`config.mk`:
```
export PLATFORM = sky130hd
export DESIGN_NAME = thermal_upscaler
export DESIGN_NICKNAME = d
export VERILOG_FILES = /design/src/rtl/vga_pkg.sv /design/src/rtl/thermal_palette.sv /design/src/rtl/thermal_upscaler.sv
export SDC_FILE = /design/constraint.sdc
export NUM_CORES = 1
export LEC_CHECK = 0
export ABC_AREA = 1
export ABC_CLOCK_PERIOD_IN_PS = 2900
export BUFFER_PORTS_ARGS = -buffer_cell sky130_fd_sc_hd__buf_2
export CORE_MARGIN = 5
export CORE_UTILIZATION = 61
export DETAILED_ROUTE_END_ITERATION = 10
export HOLD_SLACK_MARGIN = 0.08
export PLACE_DENSITY = 0.83
export SYNTH_ARGS = -nofsm -noshare
export SYNTH_HDL_FRONTEND = slang
export SYNTH_SLANG_ARGS = --single-unit
```
`constraint.sdc`:
```
create_clock -name i_clk_pixel -period 2.9 [get_ports i_clk_pixel]
set_input_delay 0.29 -clock i_clk_pixel [delete_from_list [all_inputs] [get_ports i_clk_pixel]]
set_output_delay 0.29 -clock i_clk_pixel [all_outputs]
set_load 0.05 [all_outputs]
```
`src/rtl/vga_pkg.sv`:
```
// Shared VGA-side types and the iron palette used by the thermal upscaler
// and any future on-screen legend.
package vga_pkg;

  // Index 2 = R, 1 = G, 0 = B.
  typedef logic [2:0][7:0] rgb_t;

  function automatic rgb_t f_iron(input logic [7:0] v);
    rgb_t c;
    logic [7:0] dbl;
    // dbl is 2*v for v<128 and 2*(v-128) for v>=128, so one shift serves both halves.
    dbl = {v[6:0], 1'b0};
    c[2] = v[7] ? 8'hff : dbl;
    c[1] = v[7] ? dbl : 8'h00;
    if (!v[7]) begin
      c[0] = dbl;
    end else if (!v[6]) begin
      c[0] = 8'hff - {v[5:0], 2'b00};
    end else begin
      c[0] = 8'h00;
    end
    return c;
  endfunction

endpackage

```
`src/rtl/thermal_palette.sv`:
```
// Final output register: iron-palette colour inside the image window,
// flat border grey outside it, black during blanking.
module thermal_palette
  import vga_pkg::*;
#(
  parameter logic [7:0] p_border = 8'h10
) (
  input  logic       clk,
  input  logic       rst,
  input  logic       blank,
  input  logic       in_win,
  input  logic [7:0] index,
  output rgb_t       rgb
);

  always_ff @(posedge clk) begin
    if (rst) begin
      rgb <= '0;
    end else if (blank) begin
      rgb <= '0;
    end else if (in_win) begin
      rgb <= f_iron(index);
    end else begin
      rgb <= {3{p_border}};
    end
  end

endmodule

```
`src/rtl/thermal_upscaler.sv`:
```
// Raster-tracking pixel source: fetches the low-res thermal frame, replicates
// each source pixel p_scale x p_scale, and re-emits timing 3 clk late.
module thermal_upscaler
  import vga_pkg::*;
#(
  parameter int         p_src_w  = 32,
  parameter int         p_src_h  = 24,
  parameter int         p_scale  = 16,
  parameter int         p_x_off  = 64,
  parameter int         p_y_off  = 48,
  parameter bit         p_vs_pol = 1'b1,
  parameter logic [7:0] p_border = 8'h10,
  localparam int        AW       = $clog2(p_src_w * p_src_h)
) (
  input  logic          i_clk_pixel,
  input  logic          i_rst,
  input  logic          i_hsync,
  input  logic          i_vsync,
  input  logic          i_blank,
  output logic          o_rd_en,
  output logic [AW-1:0] o_rd_addr,
  input  logic [7:0]    i_rd_data,
  output logic          o_hsync,
  output logic          o_vsync,
  output logic          o_blank,
  output rgb_t          o_data
);

  localparam int CW   = 12;
  localparam int COLW = $clog2(p_src_w + 1);
  localparam int ROWW = $clog2(p_src_h + 1);
  localparam int SW   = (p_scale > 1) ? $clog2(p_scale) : 1;
  localparam logic [SW-1:0] SUB_LAST = SW'(p_scale - 1);

  logic [CW-1:0]   x;
  logic [CW-1:0]   y;
  logic            blank_prev;
  logic            vs_prev;
  logic            frame_ok;
  logic [COLW-1:0] col;
  logic [SW-1:0]   sub_col;
  logic [ROWW-1:0] row;
  logic [SW-1:0]   sub_row;
  logic [AW-1:0]   base;
  logic            win2;
  logic [2:0]      hs_d;
  logic [2:0]      vs_d;
  logic [2:0]      bl_d;

  logic vs_act;
  logic vs_edge;
  logic line_end;
  logic in_x;
  logic in_y;
  logic in_win;

  // S0: raster position and window decode from the live timing inputs.
  always_comb begin
    vs_act   = (i_vsync == p_vs_pol);
    vs_edge  = vs_act & ~vs_prev;
    line_end = i_blank & ~blank_prev;
    in_x     = (x >= CW'(p_x_off)) && (col < COLW'(p_src_w));
    in_y     = (y >= CW'(p_y_off)) && (row < ROWW'(p_src_h));
    in_win   = frame_ok & ~i_blank & in_x & in_y;
  end

  always_ff @(posedge i_clk_pixel) begin
    if (i_rst) begin
      x          <= '0;
      y          <= '0;
      blank_prev <= 1'b0;
      vs_prev    <= 1'b0;
      frame_ok   <= 1'b0;
      col        <= '0;
      sub_col    <= '0;
      row        <= '0;
      sub_row    <= '0;
      base       <= '0;
    end else begin
      blank_prev <= i_blank;
      vs_prev    <= vs_act;
      if (vs_edge) frame_ok <= 1'b1;

      if (i_blank) begin
        x       <= '0;
        col     <= '0;
        sub_col <= '0;
      end else begin
        x <= x + 1'b1;
        if (in_x) begin
          if (sub_col == SUB_LAST) begin
            sub_col <= '0;
            col     <= col + 1'b1;
          end else begin
            sub_col <= sub_col + 1'b1;
          end
        end
      end

      // Frame restart wins over a line end landing on the same clock.
      if (vs_edge) begin
        y       <= '0;
        row     <= '0;
        sub_row <= '0;
        base    <= '0;
      end else if (line_end) begin
        y <= y + 1'b1;
        if (in_y) begin
          if (sub_row == SUB_LAST) begin
            sub_row <= '0;
            row     <= row + 1'b1;
            base    <= base + AW'(p_src_w);
          end else begin
            sub_row <= sub_row + 1'b1;
          end
        end
      end
    end
  end

  // S1 read request, S2 window flag riding alongside the RAM's read latency.
  always_ff @(posedge i_clk_pixel) begin
    if (i_rst) begin
      o_rd_en   <= 1'b0;
      o_rd_addr <= '0;
      win2      <= 1'b0;
      hs_d      <= '0;
      vs_d      <= '0;
      bl_d      <= '0;
    end else begin
      o_rd_en   <= in_win;
      o_rd_addr <= base + AW'(col);
      win2      <= o_rd_en;
      hs_d      <= {hs_d[1:0], i_hsync};
      vs_d      <= {vs_d[1:0], i_vsync};
      bl_d      <= {bl_d[1:0], i_blank};
    end
  end

  assign o_hsync = hs_d[2];
  assign o_vsync = vs_d[2];
  assign o_blank = bl_d[2];

  thermal_palette #(
    .p_border(p_border)
  ) u_palette (
    .clk   (i_clk_pixel),
    .rst   (i_rst),
    .blank (bl_d[1]),
    .in_win(win2),
    .index (i_rd_data),
    .rgb   (o_data)
  );

endmodule
```
==> flow_summary.ini, run 1 <==
[status]
outcome = complete, no violations

[power_and_ir_drop]
clock_power_share_pct = 44.0
power_leakage_nw = 1.95
comb_power_share_pct = 3.7
p_seq_share_pct = 52.3
peakVddDrop_v = 0.000317
intPower_mw = 1.97
power.density_nw_per_um2 = 568
p_switching_uw = 509
swShare_pct = 20.6

[timing]
finalHoldViolCount = 0
setup_tns_ns = 0
worst_pin_slew_ns = 0.524
clock_skew_ns = 0.00404
slew_headroom_pct = 65.0
fmax_mhz = 549
finalMaxSlewViolations = 0
fin_crit_ns = 1.82
setup_slack_ns = 1.08
setup_violations = 0
rsz0062_at_grt = false
fin_crit_sh_pct = 62.9

[clock_network]
ctsHoldBuffers = 0
cts_sinks = 93
cts_max_level = 3
numCtsBuffers = 9
clk_pin_slew_ns = 0.08
cts_buffer_depth = 2
clkLatencyLatePin_ns = 0.35
root_buffer = clkbuf_8
postCtsSetupBuffers = 0
cts_tree = done
cts_resized = 0

[logic_synthesis]
synth_cell_type_count = 33
syn_nets = 507
async_reset_ff_share_pct = 0
synth_seq_cells = 93
synth_top_flop_cell = dfxtp_1
synth.avg_cell_area_um2 = 7.93
synth_cells = 483
yosysSeqAreaShare_pct = 48.6
synth_edf_count = 0
synth_warnings = 0
synth_area_um2 = 3830

[floorplanning]
die_y_um = 89.2
core_region_area_um2 = 6030
fp.dieW_um = 89.2
start_util_pct = 63.5
dieArea_um2 = 7960
num_rows = 28
ios = 51

[worst_hold_path]
min_path_cells = 2
min_path_type = input pin to register

[setup_path]
r2r_cells = 5
crit_type = register to register
cp-end-kind = register
crit_fanout = 12
start_kind = register
crit_required_ns = 3.12
cp.arrival_ns = 2.04

[placement]
dp_slack_ns = 1.10
placed_cell_area_um2 = 4100
portBuffers = 49
dp_hpwl_um = 5120
routabilityCongestion = 0.837

[flow_run]
maxCapViolations = 0

[routing]
vias = 3101
drc_errors = 0
drtAntennaViolNets = 0
routed_wl_um = 7320
wl_per_cell_um = 12.0
drt_iter0_markers = 123
viasPerCell = 5.08
first_pass_iters = 4

[grt]
grt_pass1_vias = 3042
grt_pass1_wl_um = 12900
grt_start_max_net_pins = 23
antenna_found_initial = 0
grt_usage_pct = 20.5
grt-ovfl-total = 0

[layout]
fin_nets = 554
drive_above_1_share_pct = 16.1
fin_area_um2 = 4360
fillCellCount = 456
syn_to_final_growth_pct = 13.9
n_antenna_cell = 0
-- cell type report --
type | count | area [µm²] | share of cell area (%)
clock buffer | 9 | 124 | 2.84
inverter | 72 | 273 | 6.26
sequential | 93 | 1860 | 42.7
timing repair buffer | 50 | 253 | 5.80
clock inverter | 7 | 138 | 3.16
tap | 75 | 93.8 | 2.15
multi-input combinational | 304 | 1620 | 37.1
-- layout by cell type (no fill, tap or decap), types with 11 or more instances in the layout --
cell	Yosys	layout
nand3_1	26	26
nand4_1	23	23
dfxtp_1	93	93
buf_2	8	49
nor2_1	62	62
nand2_1	79	79
ha_1	11	11
o21ai_0	12	12
inv_1	67	67
a21oi_1	43	43
-- through the flow --
step	hold slack (ns)	total power, mW	utilization (%)	cells
after floorplan	0.377	1.39	-	483
after global placement	0.390	1.41	68.0	594
after detailed placement	0.395	1.42	68.0	594
after CTS	0.119	2.50	72.3	610
after global routing	0.126	2.57	72.3	610
final	0.132	2.48	72.3	610
-- cell usage after synthesis, types with 3 or more instances --
master	instances	area, µm²
nand2_1	79	297
xor2_1	10	87.6
o21a_1	5	37.5
o21ai_0	12	60.1
clkbuf_1	3	11.3
buf_2	8	40.0
nand2_2	3	18.8
a31oi_1	3	18.8
nor3_1	6	30.0
dfxtp_1	93	1860
nand4_1	23	144
xnor2_1	3	26.3
a21oi_1	43	215
inv_2	4	15.0
ha_1	11	138
nand3_1	26	130
nor2_1	62	233
inv_1	67	251
-- kinds of logic (layout without fill, tap and decap cells) --
group,Yosys count,in the layout,share of synthesized area (%)
xor+xnor,13,13,2.97
compound gates,66,66,9.12
other cells,1,1,0.0979
flops,93,93,48.6
simple gates,213,213,26.4
fa+ha+maj,11,11,3.59
buf+inv,86,138,9.15
-- sequential cells by signal, indices dropped and copies added, names as in the netlist --
name and flops:
bl_d 3, col 6, row 5, vs_d 3, sub_col 4, x 12, sub_row 4, u_palette.rgb 23
frame_ok 1, o_rd_en 1, win2 1, y 12, base 5, o_rd_addr 10, hs_d 3
-- critical path, cell delays in order, from the launching register on --
cell and delay [ns]:
dfxtp_1 0.37, ha_1 0.19, and3_1 0.42, nand4_1 0.45, nand2_1 0.18, a21oi_1 0.09
-- worst paths after layout --
path / slack, ns / from / to
min: 0.13 / i_rd_data[5] / u_palette.rgb[7]
max reg2reg: 1.08 / sub_row[0] / row[2]
min reg2reg: 0.41 / hs_d[1] / hs_d[2]
max: 1.08 / sub_row[0] / row[2]
-- per-layer routing --
metal	global-route usage, %	part of all wire, %
met3	3.78	5.7
met1	25.2	45
met5	0	0
met2	34.8	48
met4	9.07	1.3
-- power groups by stage --
| stage | sequential (mW) | clock, mW | combinational [mW] |
|---|---|---|---|
| 5_1_grt | 1.30 | 1.17 | 0.104 |
| 3_5_place_dp | 1.32 | 0 | 0.0920 |
| 6_report | 1.29 | 1.09 | 0.0925 |
| 3_3_place_gp | 1.32 | 0 | 0.0904 |
| 2_1_floorplan | 1.34 | 0 | 0.0553 |
| 4_1_cts | 1.29 | 1.11 | 0.0926 |
(Power assumes the default switching activity.)
==> inputs of run 2 (changes only) <==
ABC_CLOCK_PERIOD_IN_PS = 1600   (was 2900)
CORE_UTILIZATION = 51   (was 61)
PLACE_DENSITY = 0.74   (was 0.83)
clock period = 1.6 ns   (was 2.9 ns; I/O delays follow)
==> run 2 against run 1 <==
  * Total power rose by 61%
  * Non-clock buffer count rose by 17
  * Utilization fell by 11 points
  * Via count rose by 3.0%
  * Die area rose by 17%
  * Critical path depth rose by 3
  * Final area rose by 2.6%
  * Worst hold slack got worse by 0.016 ns
  * Register-to-register slack got worse by 0.85 ns
  * Critical endpoint is now base[5]
  * Highest routed layer unchanged
==> flow_summary.ini, run 2 (synthesized netlist as in run 1, its figures left out) <==
[status]
outcome = complete, no violations

[setup_path]
crit_chain = dlygate4sd3_1 > buf_2 > nand2_4 > inv_2 > nand4_1 > buf_4 > nand2_1 > a21oi_1
crit_required_ns = 1.84
critPathBufInv = 4
crit_fanout = 12
cp-end-kind = register
cpPeakStageDelay_ns = 0.55
critPathSlowestCell = dlygate4sd3_1
cp.arrival_ns = 1.69
crit_family = buffers and inverters
start_kind = input pin
crit_type = input pin to register

[floorplanning]
fp.dieW_um = 96.6
die_y_um = 96.6
start_util_pct = 52.5
ios = 51
dieArea_um2 = 9340
core_region_area_um2 = 7290
num_rows = 31

[layout]
final_common_cell = dfxtp_1
largest_reg_flops = 23
reg_top3 = u_palette.rgb (23), x (12), y (12)
layout_common_cells = 93 x dfxtp_1, 79 x nand2_1, 67 x inv_1, 62 x nor2_1, 49 x buf_2
fin_area_um2 = 4470
largest-register = u_palette.rgb
drive_above_1_share_pct = 16.8
fin_nets = 571
syn_to_final_growth_pct = 16.9
n_antenna_cell = 0

[clock_network]
clkLatencyLatePin_ns = 0.35
cts_tree = done
numCtsBuffers = 9
cts_sinks = 93
cts_buffer_depth = 2
root_buffer = clkbuf_8
cts_max_level = 3
clk_pin_slew_ns = 0.09

[timing]
fin_crit_sh_pct = 90.4
fin_crit_ns = 1.45
worst_pin_slew_ns = 0.512
setup_tns_ns = 0
finalMaxSlewViolations = 0
rsz0062_at_grt = false
setup_slack_ns = 0.153
clock_skew_ns = 0.0105
fmax_mhz = 691
setup_violations = 0
finalHoldViolCount = 0
slew_headroom_pct = 65.8

[routing]
viasPerCell = 4.91
first_pass_iters = 5
wl_per_cell_um = 11.2
drtAntennaViolNets = 0
drc_errors = 0
vias = 3194
drt_iter0_markers = 126
routed_wl_um = 7290

[placement]
dp_slack_ns = 0.110
placed_cell_area_um2 = 4170
dp_hpwl_um = 5200
routabilityCongestion = 0.807
portBuffers = 49

[power_and_ir_drop]
total_power_mw = 3.98
peakVddDrop_v = 0.000475
power.density_nw_per_um2 = 889
power_leakage_nw = 2.00

[worst_hold_path]
min_path_type = input pin to register

[grt]
grt_start_max_net_pins = 18
antenna_found_initial = 0
grt_pass1_wl_um = 12800
grt_pass1_vias = 2951
grt_usage_pct = 16.0
grt-ovfl-total = 0

[flow_run]
maxCapViolations = 0
## run 2: cell count changes in the layout (fill, tap and decap cells not counted)
| cell | change |
|---|---|
| bufinv_16 | -4 |
| dlygate4sd3_1 | +11 |
| clkinv_4 | +1 |
| nor3_1 | -1 |
| clkinv_2 | -1 |
| buf_4 | +6 |
| nor3_4 | +1 |
| inv_6 | +4 |
## run 2: final timing paths
| check | slack (ns) | end | startpoint | cells after the start |
|---|---|---|---|---|
| max reg2reg | 0.23 | col[3] | sub_col[0] | 7 |
| min reg2reg | 0.41 | vs_d[2] | vs_d[1] | 2 |
| max | 0.15 | base[5] | i_blank | 8 |
| min | 0.12 | u_palette.rgb[15] | i_rd_data[7] | 3 |
## run 2: metal layers
layer | vias to the layer above | GRT usage (%) | part of all wire (%)
met5 | - | 0 | 0
met4 | 0 | 6.26 | 1.1
met3 | 8 | 4.17 | 3.8
met2 | 51 | 27.2 | 49
met1 | 1464 | 19.3 | 46
li1 | 1671 | - | -
## run 2: where the power goes
part / switching, mW / leakage [nW] / internal [mW]
registers: 0.00975 / 0.752 / 2.33
clock network: 0.846 / 0.0910 / 0.587
logic: 0.137 / 1.16 / 0.0648
total: 0.992 / 2.00 / 2.99
## run 2: final cells by class
type / instances / area [µm²]
Inverter: 72 / 273
Fill cell: 680 / 2820
Tap cell: 99 / 124
Multi-Input combinational cell: 304 / 1630
Sequential cell: 93 / 1860
Clock inverter: 7 / 56.3
Timing Repair Buffer: 67 / 408
Clock buffer: 9 / 124
## run 2: repair_timing
action                                  in CTS  in global routing
hold endpoints to repair                    13                  0
gates resized for setup                      0                  2
buffers inserted                             0                  0
endpoints found under the setup margin       0                  3
hold buffers                                11                  0
## run 2: tightest hold or removal path, delay by kind of cell
family,cells,cell delay [ns]
and+or+nand+nor,2,0.15
buffers and inverters,1,0.12
## run 2: through the flow
step / hold WS [ns] / utilization [%] / instances
global placement: 0.355 / 57.2 / 624
global route: 0.108 / 61.4 / 651
floorplan: 0.247 / - / 483
CTS: 0.0977 / 61.2 / 651
detailed placement: 0.350 / 57.2 / 624
finish: 0.115 / 61.4 / 651
==> inputs of run 3 (changes only) <==
CORE_ASPECT_RATIO = 1.4   (was unset)
PLACE_DENSITY = 0.76   (was 0.74)
==> run 3 against run 2 <==
  * Total power increased by 10%
  * Critical path depth fell by 2
  * Non-clock buffer count decreased by 2
  * Register-to-register slack worse by 0.03 ns
  * Via count is 0.63% lower
  * Sequential share of layout area fell by 0.31 points
  * Worst hold slack lost 0.0043 ns
  * Cell count down 0.61%
  * Worst setup slack improved by 0.044 ns
  * Clock-buffer cell count up 3
  * Critical endpoint is now x[8]
  * Highest routed layer unchanged
==> flow_summary.ini, run 3 (synthesized netlist as in run 1, its figures left out) <==
[grt]
antenna_found_initial = 0
grt_start_max_net_pins = 17
grt_usage_pct = 17.5
grt_pass1_wl_um = 13600
grt-ovfl-total = 0
grt_pass1_vias = 3162

[placement]
dp_hpwl_um = 5550
portBuffers = 49
dp_slack_ns = 0.105
dp_cells = 621
routabilityCongestion = 0.816

[floorplanning]
fp.dieW_um = 83.2
core_region_area_um2 = 7360
start_util_pct = 52.0
die_y_um = 113
dieArea_um2 = 9360
ios = 51
num_rows = 37

[setup_path]
crit_family = simple AND/OR/NAND/NOR gates
crit_type = register to register
crit_chain = ha_1 > nand3_1 > nor3_2 > nand2_1 > o21ai_0 > nor2_1
cp_num_cells = 6
critPathBufInv = 0
crit_fanout = 4
cp-end-kind = register
cp.arrival_ns = 1.65
crit_required_ns = 1.85
cpPeakStageDelay_ns = 0.38
start_kind = register
r2r_cells = 6
critPathSlowestCell = dfxtp_1

[clock_network]
cts_tree = done
clkLatencyLatePin_ns = 0.36
cts_max_level = 3
numCtsBuffers = 9
root_buffer = clkbuf_8
postCtsSetupBuffers = 0
cts_sinks = 93
clk_pin_slew_ns = 0.08
cts_buffer_depth = 2

[layout]
n_antenna_cell = 0
largest-register = u_palette.rgb
syn_to_final_growth_pct = 17.7
largest_reg_flops = 23
layout_common_cells = 93 x dfxtp_1, 79 x nand2_1, 67 x inv_1, 62 x nor2_1, 49 x buf_2
fin_nets = 569
reg_top3 = u_palette.rgb (23), x (12), y (12)
drive_above_1_share_pct = 16.4
final_util_pct = 61.2
final_cells = 647
final_common_cell = dfxtp_1

[timing]
fmax_mhz = 713
finalHoldViolCount = 0
setup_slack_ns = 0.197
slew_headroom_pct = 65.4
clock_skew_ns = 0.00840
setup_violations = 0
setup_tns_ns = 0
fin_crit_sh_pct = 87.7
finalMaxSlewViolations = 0
worst_pin_slew_ns = 0.519
fin_crit_ns = 1.40
rsz0062_at_grt = false

[routing]
first_pass_iters = 4
drc_errors = 0
drt_iter0_markers = 232
viasPerCell = 4.91
routed_wl_um = 7630
wl_per_cell_um = 11.8
vias = 3174
drtAntennaViolNets = 0

[worst_hold_path]
min_path_cells = 2
min_path_type = input pin to register

[power_and_ir_drop]
peakVddDrop_v = 0.000731
power.density_nw_per_um2 = 974
power_leakage_nw = 2.00

[status]
outcome = complete, no violations

[flow_run]
maxCapViolations = 0
## run 3: final timing paths
check / slack (ns) / startpoint / to
worst max-delay path: 0.20 / x[0] / x[8]
worst min-delay path: 0.11 / i_rst / bl_d[1]
worst max register to register: 0.20 / x[0] / x[8]
worst min register to register: 0.40 / vs_d[1] / vs_d[2]
## run 3: metrics by stage
stage / area [µm²] / total power [mW] / hold WS [ns]
after global routing: 4510 / 4.56 / 0.111
after detailed placement: 4160 / 2.58 / 0.357
after CTS: 4500 / 4.44 / 0.0912
final: 4510 / 4.39 / 0.111
after floorplan: 3830 / 2.52 / 0.247
after global placement: 4160 / 2.57 / 0.356
## run 3: repair_timing
| action | CTS | global route |
|---|---|---|
| hold endpoints to repair | 14 | 0 |
| resized for setup | 0 | 1 |
| setup endpoints to repair | 0 | 2 |
| hold buffers | 10 | 0 |
## run 3: per-layer routing
metal | up-vias | routed length [µm] | part of all wire (%) | GRT usage (%)
met5 | - | 0 | 0 | 0
met4 | 0 | 189 | 2.5 | 7.52
met3 | 16 | 261 | 3.4 | 4.85
met2 | 56 | 4000 | 53 | 31.8
met1 | 1443 | 3170 | 42 | 18.8
li1 | 1659 | - | - | -
## run 3: final cells by class
class | instances | area, µm²
Tap cell | 97 | 121
Timing Repair Buffer | 65 | 390
Clock buffer | 12 | 145
Fill cell | 655 | 2850
Inverter | 72 | 273
Multi-Input combinational cell | 304 | 1620
Sequential cell | 93 | 1860
Clock inverter | 4 | 95.1
## run 3: report_power, final
part	switching [mW]	leakage, nW	internal (mW)	total [mW]
Sequential	0.0102	0.752	2.33	2.34
Combinational	0.135	1.13	0.0618	0.197
Clock	0.771	0.121	1.08	1.85
